## config.mk

```make
export PLATFORM = sky130hd
export DESIGN_NAME = alu_issue_stage
export DESIGN_NICKNAME = d
export VERILOG_FILES = /design/src/rtl/alu_pkg.sv /design/src/rtl/alu_decoder.sv /design/src/rtl/alu_issue_stage.sv
export SDC_FILE = /design/constraint.sdc
export NUM_CORES = 1
export LEC_CHECK = 0
export CAP_MARGIN = 20
export CORE_MARGIN = 4
export CORE_UTILIZATION = 55
export CTS_CLUSTER_SIZE = 20
export DETAILED_ROUTE_END_ITERATION = 12
export DONT_BUFFER_PORTS = 1
export PLACE_DENSITY = 0.7
export SYNTH_ARGS = -nofsm -noshare
export SYNTH_HDL_FRONTEND = slang
export SYNTH_HIERARCHICAL = 1
export SYNTH_SLANG_ARGS = --single-unit
export TNS_END_PERCENT = 20
```

## constraint.sdc

```tcl
create_clock -name clk -period 4.7 [get_ports clk]
set_clock_uncertainty 0.15 [all_clocks]
set_input_delay 0.705 -clock clk [delete_from_list [all_inputs] [get_ports clk]]
set_output_delay 0.705 -clock clk [all_outputs]
set_load 0.01 [all_outputs]
```

## src/rtl/alu_pkg.sv

```systemverilog
// Shared definitions for the ALU issue path: func codes, opcode/funct7 constants
// and the issue-entry record passed from decode through skid and issue registers.
package alu_pkg;

  localparam int unsigned ALU_DATA_W = 8;
  localparam int unsigned ALU_FUNC_W = 4;

  localparam logic [ALU_FUNC_W-1:0] FUNC_ZERO = 4'd0;
  localparam logic [ALU_FUNC_W-1:0] FUNC_ADD  = 4'd1;
  localparam logic [ALU_FUNC_W-1:0] FUNC_SUB  = 4'd2;
  localparam logic [ALU_FUNC_W-1:0] FUNC_SLL  = 4'd3;
  localparam logic [ALU_FUNC_W-1:0] FUNC_SLT  = 4'd4;
  localparam logic [ALU_FUNC_W-1:0] FUNC_XOR  = 4'd5;
  localparam logic [ALU_FUNC_W-1:0] FUNC_OR   = 4'd6;
  localparam logic [ALU_FUNC_W-1:0] FUNC_AND  = 4'd7;
  localparam logic [ALU_FUNC_W-1:0] FUNC_SRL  = 4'd8;
  localparam logic [ALU_FUNC_W-1:0] FUNC_SRA  = 4'd9;
  localparam logic [ALU_FUNC_W-1:0] FUNC_SLTU = 4'd10;

  localparam logic [6:0] OPC_OP    = 7'h33;
  localparam logic [6:0] OPC_OPIMM = 7'h13;
  localparam logic [6:0] F7_BASE   = 7'h00;
  localparam logic [6:0] F7_ALT    = 7'h20;

  typedef struct packed {
    logic [ALU_FUNC_W-1:0] func;
    logic [ALU_DATA_W-1:0] op1;
    logic [ALU_DATA_W-1:0] op2;
    logic [4:0]            rd;
    logic                  vld;
    logic                  ill;
  } issue_t;

endpackage

```

## src/rtl/alu_decoder.sv

```systemverilog
// Combinational RV32I OP/OP-IMM decode into an ALU issue entry.
module alu_decoder
  import alu_pkg::*;
(
  input  logic [31:0]           instr,
  input  logic [ALU_DATA_W-1:0] rs1_data,
  input  logic [ALU_DATA_W-1:0] rs2_data,
  output issue_t                entry
);

  logic [6:0]  opcode;
  logic [2:0]  f3;
  logic [6:0]  f7;
  logic [31:0] imm_sext;
  logic [31:0] shamt_zext;

  assign opcode     = instr[6:0];
  assign f3         = instr[14:12];
  assign f7         = instr[31:25];
  assign imm_sext   = {{20{instr[31]}}, instr[31:20]};
  assign shamt_zext = {27'd0, instr[24:20]};

  always_comb begin
    logic                  legal;
    logic [ALU_FUNC_W-1:0] func;
    logic [ALU_DATA_W-1:0] op2;
    legal = 1'b0;
    func  = FUNC_ZERO;
    op2   = '0;
    if (opcode == OPC_OP) begin
      op2   = rs2_data;
      legal = 1'b1;
      case ({f7, f3})
        {F7_BASE, 3'b000}: func = FUNC_ADD;
        {F7_ALT,  3'b000}: func = FUNC_SUB;
        {F7_BASE, 3'b001}: func = FUNC_SLL;
        {F7_BASE, 3'b010}: func = FUNC_SLT;
        {F7_BASE, 3'b011}: func = FUNC_SLTU;
        {F7_BASE, 3'b100}: func = FUNC_XOR;
        {F7_BASE, 3'b101}: func = FUNC_SRL;
        {F7_ALT,  3'b101}: func = FUNC_SRA;
        {F7_BASE, 3'b110}: func = FUNC_OR;
        {F7_BASE, 3'b111}: func = FUNC_AND;
        default:           legal = 1'b0;
      endcase
    end else if (opcode == OPC_OPIMM) begin
      op2   = imm_sext[ALU_DATA_W-1:0];
      legal = 1'b1;
      case (f3)
        3'b000: func = FUNC_ADD;
        3'b010: func = FUNC_SLT;
        3'b011: func = FUNC_SLTU;
        3'b100: func = FUNC_XOR;
        3'b110: func = FUNC_OR;
        3'b111: func = FUNC_AND;
        3'b001: begin
          op2   = shamt_zext[ALU_DATA_W-1:0];
          func  = FUNC_SLL;
          legal = (f7 == F7_BASE);
        end
        default: begin  // 3'b101: shift right, funct7 picks logical vs arithmetic
          op2   = shamt_zext[ALU_DATA_W-1:0];
          func  = (f7 == F7_ALT) ? FUNC_SRA : FUNC_SRL;
          legal = (f7 == F7_BASE) || (f7 == F7_ALT);
        end
      endcase
    end

    entry     = '0;
    entry.rd  = instr[11:7];
    entry.vld = legal;
    entry.ill = !legal;
    if (legal) begin
      entry.func = func;
      entry.op1  = rs1_data;
      entry.op2  = op2;
    end
  end

endmodule

```

## src/rtl/alu_issue_stage.sv

```systemverilog
// Issue stage ahead of the ALU: decode, 1-entry skid for downstream stalls,
// registered ALU inputs and a 1-stage shadow pipe carrying rd to writeback.
module alu_issue_stage
  import alu_pkg::*;
#(
  parameter int unsigned DATA_W = ALU_DATA_W,
  parameter int unsigned FUNC_W = ALU_FUNC_W
) (
  input  logic              clk,
  input  logic              rst,
  input  logic              in_valid,
  output logic              in_ready,
  input  logic [31:0]       instr,
  input  logic [DATA_W-1:0] rs1_data,
  input  logic [DATA_W-1:0] rs2_data,
  input  logic              stall,
  output logic [FUNC_W-1:0] alu_func,
  output logic [DATA_W-1:0] alu_op1,
  output logic [DATA_W-1:0] alu_op2,
  output logic              wb_valid,
  output logic [4:0]        wb_rd,
  output logic              illegal
);

  issue_t dec;
  issue_t issue_q;
  issue_t skid_q;
  logic   skid_full_q;
  logic   wb_valid_q;
  logic   [4:0] wb_rd_q;
  logic   fire;

  alu_decoder u_dec (
    .instr    (instr),
    .rs1_data (rs1_data),
    .rs2_data (rs2_data),
    .entry    (dec)
  );

  assign in_ready = !skid_full_q;
  assign fire     = in_valid && in_ready;

  always_ff @(posedge clk or posedge rst) begin
    if (rst) begin
      issue_q     <= '0;
      skid_q      <= '0;
      skid_full_q <= 1'b0;
      wb_valid_q  <= 1'b0;
      wb_rd_q     <= '0;
    end else begin
      if (!stall) begin
        if (skid_full_q) begin
          issue_q     <= skid_q;
          skid_full_q <= 1'b0;
        end else if (fire) begin
          issue_q <= dec;
        end else begin
          issue_q <= '0;
        end
      end else begin
        // ALU inputs hold; the illegal flag is dropped so it only pulses once
        issue_q.ill <= 1'b0;
        if (fire) begin
          skid_q      <= dec;
          skid_full_q <= 1'b1;
        end
      end
      wb_valid_q <= issue_q.vld && !stall && (issue_q.rd != 5'd0);
      wb_rd_q    <= issue_q.rd;
    end
  end

  assign alu_func = issue_q.func;
  assign alu_op1  = issue_q.op1;
  assign alu_op2  = issue_q.op2;
  assign illegal  = issue_q.ill;
  assign wb_valid = wb_valid_q;
  assign wb_rd    = wb_rd_q;

endmodule
```

==> results of run 1 <==
## logic make-up (layout without fill, tap and decap cells)
| group | Yosys count | after routing | share of synthesized area, % |
|---|---|---|---|
| simple gates | 102 | 102 | 18.7 |
| compound gates | 83 | 83 | 14.5 |
| flops | 61 | 61 | 45.0 |
| buf+inv | 54 | 22 | 9.84 |
| mux | 27 | 27 | 11.2 |
| xor+xnor | 2 | 2 | 0.516 |
| fa+ha+maj | 1 | 1 | 0.295 |
## registers in the layout, indices dropped and copies added (netlist names), 4 cells and up
name      count
skid_q       27
issue_q       6
alu_op2       8
alu_func      4
alu_op1       8
wb_rd         5
## cell type report
| type | instances | area [µm²] | area share [%] |
|---|---|---|---|
| flip-flops and latches | 61 | 1530 | 45.4 |
| clock buffers | 12 | 155 | 4.61 |
| multi-input cells | 215 | 1530 | 45.6 |
| repair buffers | 2 | 15.0 | 0.447 |
| well taps | 75 | 93.8 | 2.79 |
| inverters | 4 | 15.0 | 0.447 |
| clock inverters | 4 | 22.5 | 0.670 |
## cells in the mapped netlist, types with 2 or more instances
| library cell | count | area share, % |
|---|---|---|
| buf_2 | 12 | 1.8 |
| clkbuf_1 | 10 | 1.1 |
| buf_6 | 3 | 1.0 |
| nand2_1 | 20 | 2.2 |
| nand3b_1 | 27 | 6.0 |
| nor2_1 | 6 | 0.66 |
| mux2_4 | 20 | 8.8 |
| nand4_1 | 9 | 1.7 |
| dfrtp_1 | 61 | 45 |
| nor2b_1 | 28 | 5.2 |
| mux2_2 | 7 | 2.3 |
| a21oi_1 | 70 | 10 |
| nor4b_1 | 2 | 0.52 |
| inv_1 | 3 | 0.33 |
| buf_4 | 25 | 5.5 |
## worst paths after layout
kind | slack, ps | startpoint | to
hold reg to reg | 250 | issue_q[3] | wb_rd[1]
hold / removal | 250 | issue_q[3] | wb_rd[1]
setup / recovery | 1740 | instr[27] | skid_q[0]
min in group asynchronous | 320 | rst | issue_q[4]
max in group asynchronous | 3560 | rst | skid_q[24]
setup reg to reg | 2410 | skid_full_q | skid_q[26]
## power by group
group          internal (mW)  total, mW  switching [mW]
Clock                  0.217      0.416           0.198
Sequential             0.559      0.593          0.0344
Combinational         0.0453     0.0939          0.0485
## per-layer routing
metal / part of all wire [%] / vias up / global-route usage [%]
li1: - / 1059 / -
met1: 49 / 1103 / 26.5
met2: 43 / 69 / 27.7
met3: 6.2 / 8 / 6.56
met4: 1.5 / 0 / 6.37
met5: 0 / - / 0
## cells in the final DEF (no fill, tap or decap), types with 2 or more instances in the layout
cell type,count
a21oi_1,70
dfrtp_1,61
nor2b_1,28
nand3b_1,27
mux2_4,20
nand2_1,20
clkbuf_8,11
nand4_1,9
mux2_2,7
nor2_1,6
clkinv_2,3
inv_1,2
buf_4,2
nor4b_1,2
## per-stage QoR
stage / power (mW) / utilization (%) / setup WS [ps] / hold slack (ps)
4_1_cts: 1.11 / 56.4 / 1810 / 251
3_5_place_dp: 0.698 / 53.5 / 1460 / 237
3_3_place_gp: 0.695 / 53.5 / 1480 / 237
5_1_grt: 1.16 / 56.4 / 1670 / 254
2_1_floorplan: 0.711 / - / 2210 / 225
6_report: 1.10 / 56.4 / 1740 / 253
## worst register-to-register path: stages (launching register included)
cell and delay [ps]:
dfrtp_1 950, nand3b_4 650, mux2_2 420
==> results.py, run 1 <==
metrics = {
    "placement": {
        "placed_cells": 357,
        "place_congestion": 0.734,
        "dpl.hpwl_um": 4250,
        "dpl_cell_area_um2": 3180,
        "portBuffers": 0,
    },
    "job": {
        "drv_cap": 0,
    },
    "worst_setup_path": {
        "critPathCaptureType": "register",
        "worstPathArrival_ps": 3030,
        "critPathMaxFanout": 13,
        "cpMaxStageDelayCell": "nor3_2",
        "required_ps": 4770,
        "crit_chain": "or4_4 -> nor3_2 -> nand3_1 -> a21bo_1 -> mux2_4",
        "cp_num_buf_inv": 0,
        "criticalPathCategory": "primary input to register",
        "critPathTopFamily": "simple AND/OR/NAND/NOR gates",
        "rr_worst_depth": 2,
        "crit_cells": 5,
        "cp-start-kind": "primary input",
        "critical-path-max-stage-delay_ps": 600,
    },
    "floorplan": {
        "fp.dieArea_um2": 7490,
        "die_width_um": 86.6,
        "start_util_pct": 57.0,
        "die_h_um": 86.6,
        "num_rows": 28,
        "ios": 80,
        "core_area_um2": 5960,
    },
    "synth": {
        "async_flop_share_pct": 100,
        "syn_area_per_cell_um2": 10.3,
        "synth.distinct_cells": 42,
        "synth-seq-area-share_pct": 45.0,
        "syn_nets": 382,
        "synth_area_um2": 3390,
        "synth-edff-count": 0,
        "syn_inst": 330,
        "yosysWarnings": 6,
        "synthFlopType": "dfrtp_1",
        "ys_ff_latch": 61,
    },
    "min_path": {
        "min_path_type": "register to register",
        "holdPathStages": 0,
    },
    "route": {
        "first_iter_violations": 153,
        "wl_um": 6780,
        "drc": 0,
        "num_vias": 2239,
        "routedWlPerCell_um": 18.2,
        "dr.pass1.iters": 4,
        "viasPerCell": 6.00,
        "ant_nets": 0,
    },
    "layout": {
        "drive_gt1_share_pct": 17.4,
        "syn2layout_area_growth_pct": -0.958,
        "fin_cells": 373,
        "num-fill-cells": 533,
        "nets": 345,
        "final_area_um2": 3360,
        "antenna_cells": 0,
    },
    "global_route": {
        "grt_overflow": 0,
        "grt_pass1_vias": 2181,
        "grt_use_total_pct": 19.0,
        "grt_max_degree": 62,
        "grt_pass1_wl_um": 11000,
        "antenna_found_initial": 0,
    },
    "timing": {
        "worstMarginPinSlew_ps": 932,
        "final.min_clock_period_ps": 2960,
        "finalCritPeriodShare_pct": 62.9,
        "finalSetupViolations": 0,
        "rsz0062_at_grt": "false",
        "finalMaxSlewViolations": 0,
        "maxClockFrequency_mhz": 338,
        "fin_tns_setup_ps": 0,
        "hold_viol_final": 0,
        "slew_headroom_pct": 37.9,
    },
    "clock_tree": {
        "cts_hold_buf": 0,
        "cts_max_level": 3,
        "cts.sinks": 61,
        "cts_inserted_buffers": 9,
        "postCtsSetupRepairBufs": 0,
        "cts_tree": "yes",
        "cts.path.max_buffers": 2,
        "path_clk_slew_ps": 70,
        "clock_latency_ps": 330,
        "postCtsResizedCells": 0,
        "cts_root_buffer": "clkbuf_8",
    },
    "power": {
        "p_leak_nw": 1.41,
        "vdd_drop_max_v": 0.000195,
        "powerDensity_nw_per_um2": 328,
    },
    "status": {
        "status": "finished clean",
    },
}
Power figures use the tool's default switching activity.
==> run 2, diff against run 1 <==
--- a/config.mk
+++ b/config.mk
@@ -5,6 +5,7 @@
 export SDC_FILE = /design/constraint.sdc
 export NUM_CORES = 1
 export LEC_CHECK = 0
+export ABC_AREA = 1
 export CAP_MARGIN = 20
 export CORE_MARGIN = 4
 export CORE_UTILIZATION = 55
==> constraint.sdc (replaced) <==
create_clock -name clk -period 3 [get_ports clk]
set_clock_uncertainty 0.15 [all_clocks]
set_input_delay 0.45 -clock clk [delete_from_list [all_inputs] [get_ports clk]]
set_output_delay 0.45 -clock clk [all_outputs]
set_load 0.01 [all_outputs]
==> run 2 against run 1 <==
Against the previous run: global-route usage rose by 2.4 points; power rose by 69%; wire length rose by 15%; hold slack got worse by 220 ps; flip-flop and latch count did not move; clock power rose by 90%; register-to-register slack got worse by 1600 ps; sequential power rose by 55%; worst setup slack got worse by 910 ps; non-clock buffer count rose by 2; cell count rose by 32%; combinational power rose by 65%; largest power group unchanged.
==> results.py, run 2 <==
metrics = {
    "global_route": {
        "grt_max_degree": 47,
        "antenna_found_initial": 0,
        "grt_use_total_pct": 21.4,
        "gr-usage-met3_pct": 6.34,
        "grt_pass1_wl_um": 12700,
        "met1_usage_pct": 27.3,
        "grt_overflow": 0,
        "grt_pass1_vias": 2667,
        "grt_busiest_layer": "met2",
        "met2_usage_pct": 34.5,
    },
    "worst_setup_path": {
        "crit_chain": "inv_2 -> nand3_4 -> clkinv_2 -> nand2_1 -> nand2_1",
        "critical_path.most_common_cell": "nand2_1",
        "critical-path-max-stage-delay_ps": 470,
        "cp-start-kind": "register",
        "worstPathArrival_ps": 2280,
        "critPathMaxFanout": 29,
        "required_ps": 3120,
        "critPathCaptureType": "register",
        "criticalPathCategory": "register to register",
        "cpMaxStageDelayCell": "inv_2",
    },
    "timing": {
        "finalMaxSlewViolations": 0,
        "worstMarginPinSlew_ps": 953,
        "slew_headroom_pct": 36.4,
        "finalCritPeriodShare_pct": 72.1,
        "hold_viol_final": 0,
        "rsz0062_at_grt": "false",
        "hold_ws_ps": 37.6,
        "finalSetupViolations": 0,
        "maxClockFrequency_mhz": 462,
        "final.min_clock_period_ps": 2160,
        "fin_tns_setup_ps": 0,
    },
    "route": {
        "routedWlPerCell_um": 15.8,
        "ant_nets": 0,
        "viasPerCell": 5.52,
        "drc": 0,
        "num_vias": 2726,
        "wl_um": 7800,
        "dr.pass1.iters": 4,
        "first_iter_violations": 159,
    },
    "layout": {
        "syn2layout_area_growth_pct": -0.578,
        "multi_input_area_um2": 1430,
        "final_cell_mix": "nand2_1, dfrtp_1, a21oi_1",
        "regArea_um2": 1530,
        "regMostFlops": "skid_q",
        "largest_register_ffs": 27,
        "layout_commonest_cell": "nand2_1",
        "drive_gt1_share_pct": 11.9,
        "num-fill-cells": 593,
        "final_area_um2": 3440,
        "antenna_cells": 0,
        "nets": 467,
    },
    "min_path": {
        "min_path_type": "primary input to register",
    },
    "floorplan": {
        "core_area_um2": 6030,
        "start_util_pct": 57.5,
        "die_width_um": 87.4,
        "num_rows": 28,
        "ios": 80,
        "fp.dieArea_um2": 7630,
        "die_h_um": 87.4,
    },
    "clock_tree": {
        "cts_tree": "yes",
        "cts_inserted_buffers": 9,
        "path_clk_slew_ps": 70,
        "postCtsSetupRepairBufs": 0,
        "clock_latency_ps": 330,
        "cts.path.max_buffers": 2,
        "postCtsResizedCells": 0,
        "cts.sinks": 61,
        "cts_max_level": 3,
        "cts_hold_buf": 0,
        "cts_root_buffer": "clkbuf_8",
    },
    "synth": {
        "synth_largest_area_cell": "dfrtp_1",
        "yosysWarnings": 6,
        "ys_top_cells_by_count": "nand2_1, dfrtp_1, a21oi_1",
        "synth_area_leaders": "dfrtp_1, nand2_1, a21oi_1",
        "synth.distinct_cells": 29,
        "synth_top_area_share_pct": 44.1,
        "syn_area_per_cell_um2": 7.79,
        "synthFlopType": "dfrtp_1",
        "synth-seq-area-share_pct": 44.1,
        "synth_area_um2": 3460,
        "async_flop_share_pct": 100,
        "synth-edff-count": 0,
        "yosysMostFrequentCell": "nand2_1",
        "syn_nets": 497,
        "syn_inst": 445,
        "ys_ff_latch": 61,
    },
    "power": {
        "powerDensity_nw_per_um2": 542,
        "p_leak_nw": 1.64,
        "vdd_drop_max_v": 0.000305,
    },
    "placement": {
        "place_congestion": 0.850,
        "portBuffers": 0,
        "dpl.hpwl_um": 5000,
        "dpl_cell_area_um2": 3230,
    },
    "job": {
        "drv_cap": 0,
    },
    "status": {
        "status": "finished clean",
    },
}
==> run 2: cell count changes after synthesis, sizes merged, moves of 8 or more <==
cell and delta:
nand2 +90, nor2 +60, nand3 +38, inv +35, nor2b -28, mux2 -27, nand3b -26, a21oi -13
clkbuf -10, nand4 -8, o21ai +8
==> run 2: power by group <==
group	switching, mW	total, mW	internal [mW]
sequential	0.0465	0.922	0.875
combinational	0.109	0.155	0.0456
clock	0.304	0.789	0.485
total	0.460	1.87	1.41
==> run 2: through the flow <==
step	utilization, %	total power, mW	cells	setup WS (ps)
floorplan	-	1.10	445	887
global placement	53.6	1.09	479	743
detailed placement	53.6	1.09	479	731
CTS	57.2	1.88	494	829
global route	57.2	1.94	494	667
finish	57.2	1.87	494	837
==> run 2: cell type report <==
cell class	instances	area share, %
timing repair buffer	4	0.872
clock inverter	4	2.11
sequential	61	44.3
tap	75	2.72
multi-input combinational	300	41.6
clock buffer	11	4.10
inverter	39	4.29
==> run 2: cells by family (layout without fill, tap and decap cells) <==
family	count (synthesis)	in the layout	synth area share, %
buf+inv	84	58	14.6
flops	61	61	44.1
simple gates	224	224	29.5
compound gates	76	76	11.8
==> run 2: final timing paths <==
check                             from          to  slack [ps]  depth (start not counted)
max reg2reg                skid_full_q   skid_q[6]         840                          5
min in group asynchronous          rst    wb_rd[1]          70                          1
max                        skid_full_q   skid_q[6]         840                          5
min                              stall     illegal          40                          1
max in group asynchronous          rst  skid_q[25]        1910                          2
min reg2reg                 issue_q[4]    wb_rd[2]         260                          0
==> run 2: metal layers <==
metal	vias up	routed length, µm
met4	0	57
met5	-	0
met3	8	681
met1	1278	3330
li1	1339	-
met2	101	3730
==> run 2: worst max-delay path: cells and delay by family (launching register included) <==
kind                   cells  cell delay (ps)
DFF                        1              380
and+or+nand+nor            3              640
buffers and inverters      2              910
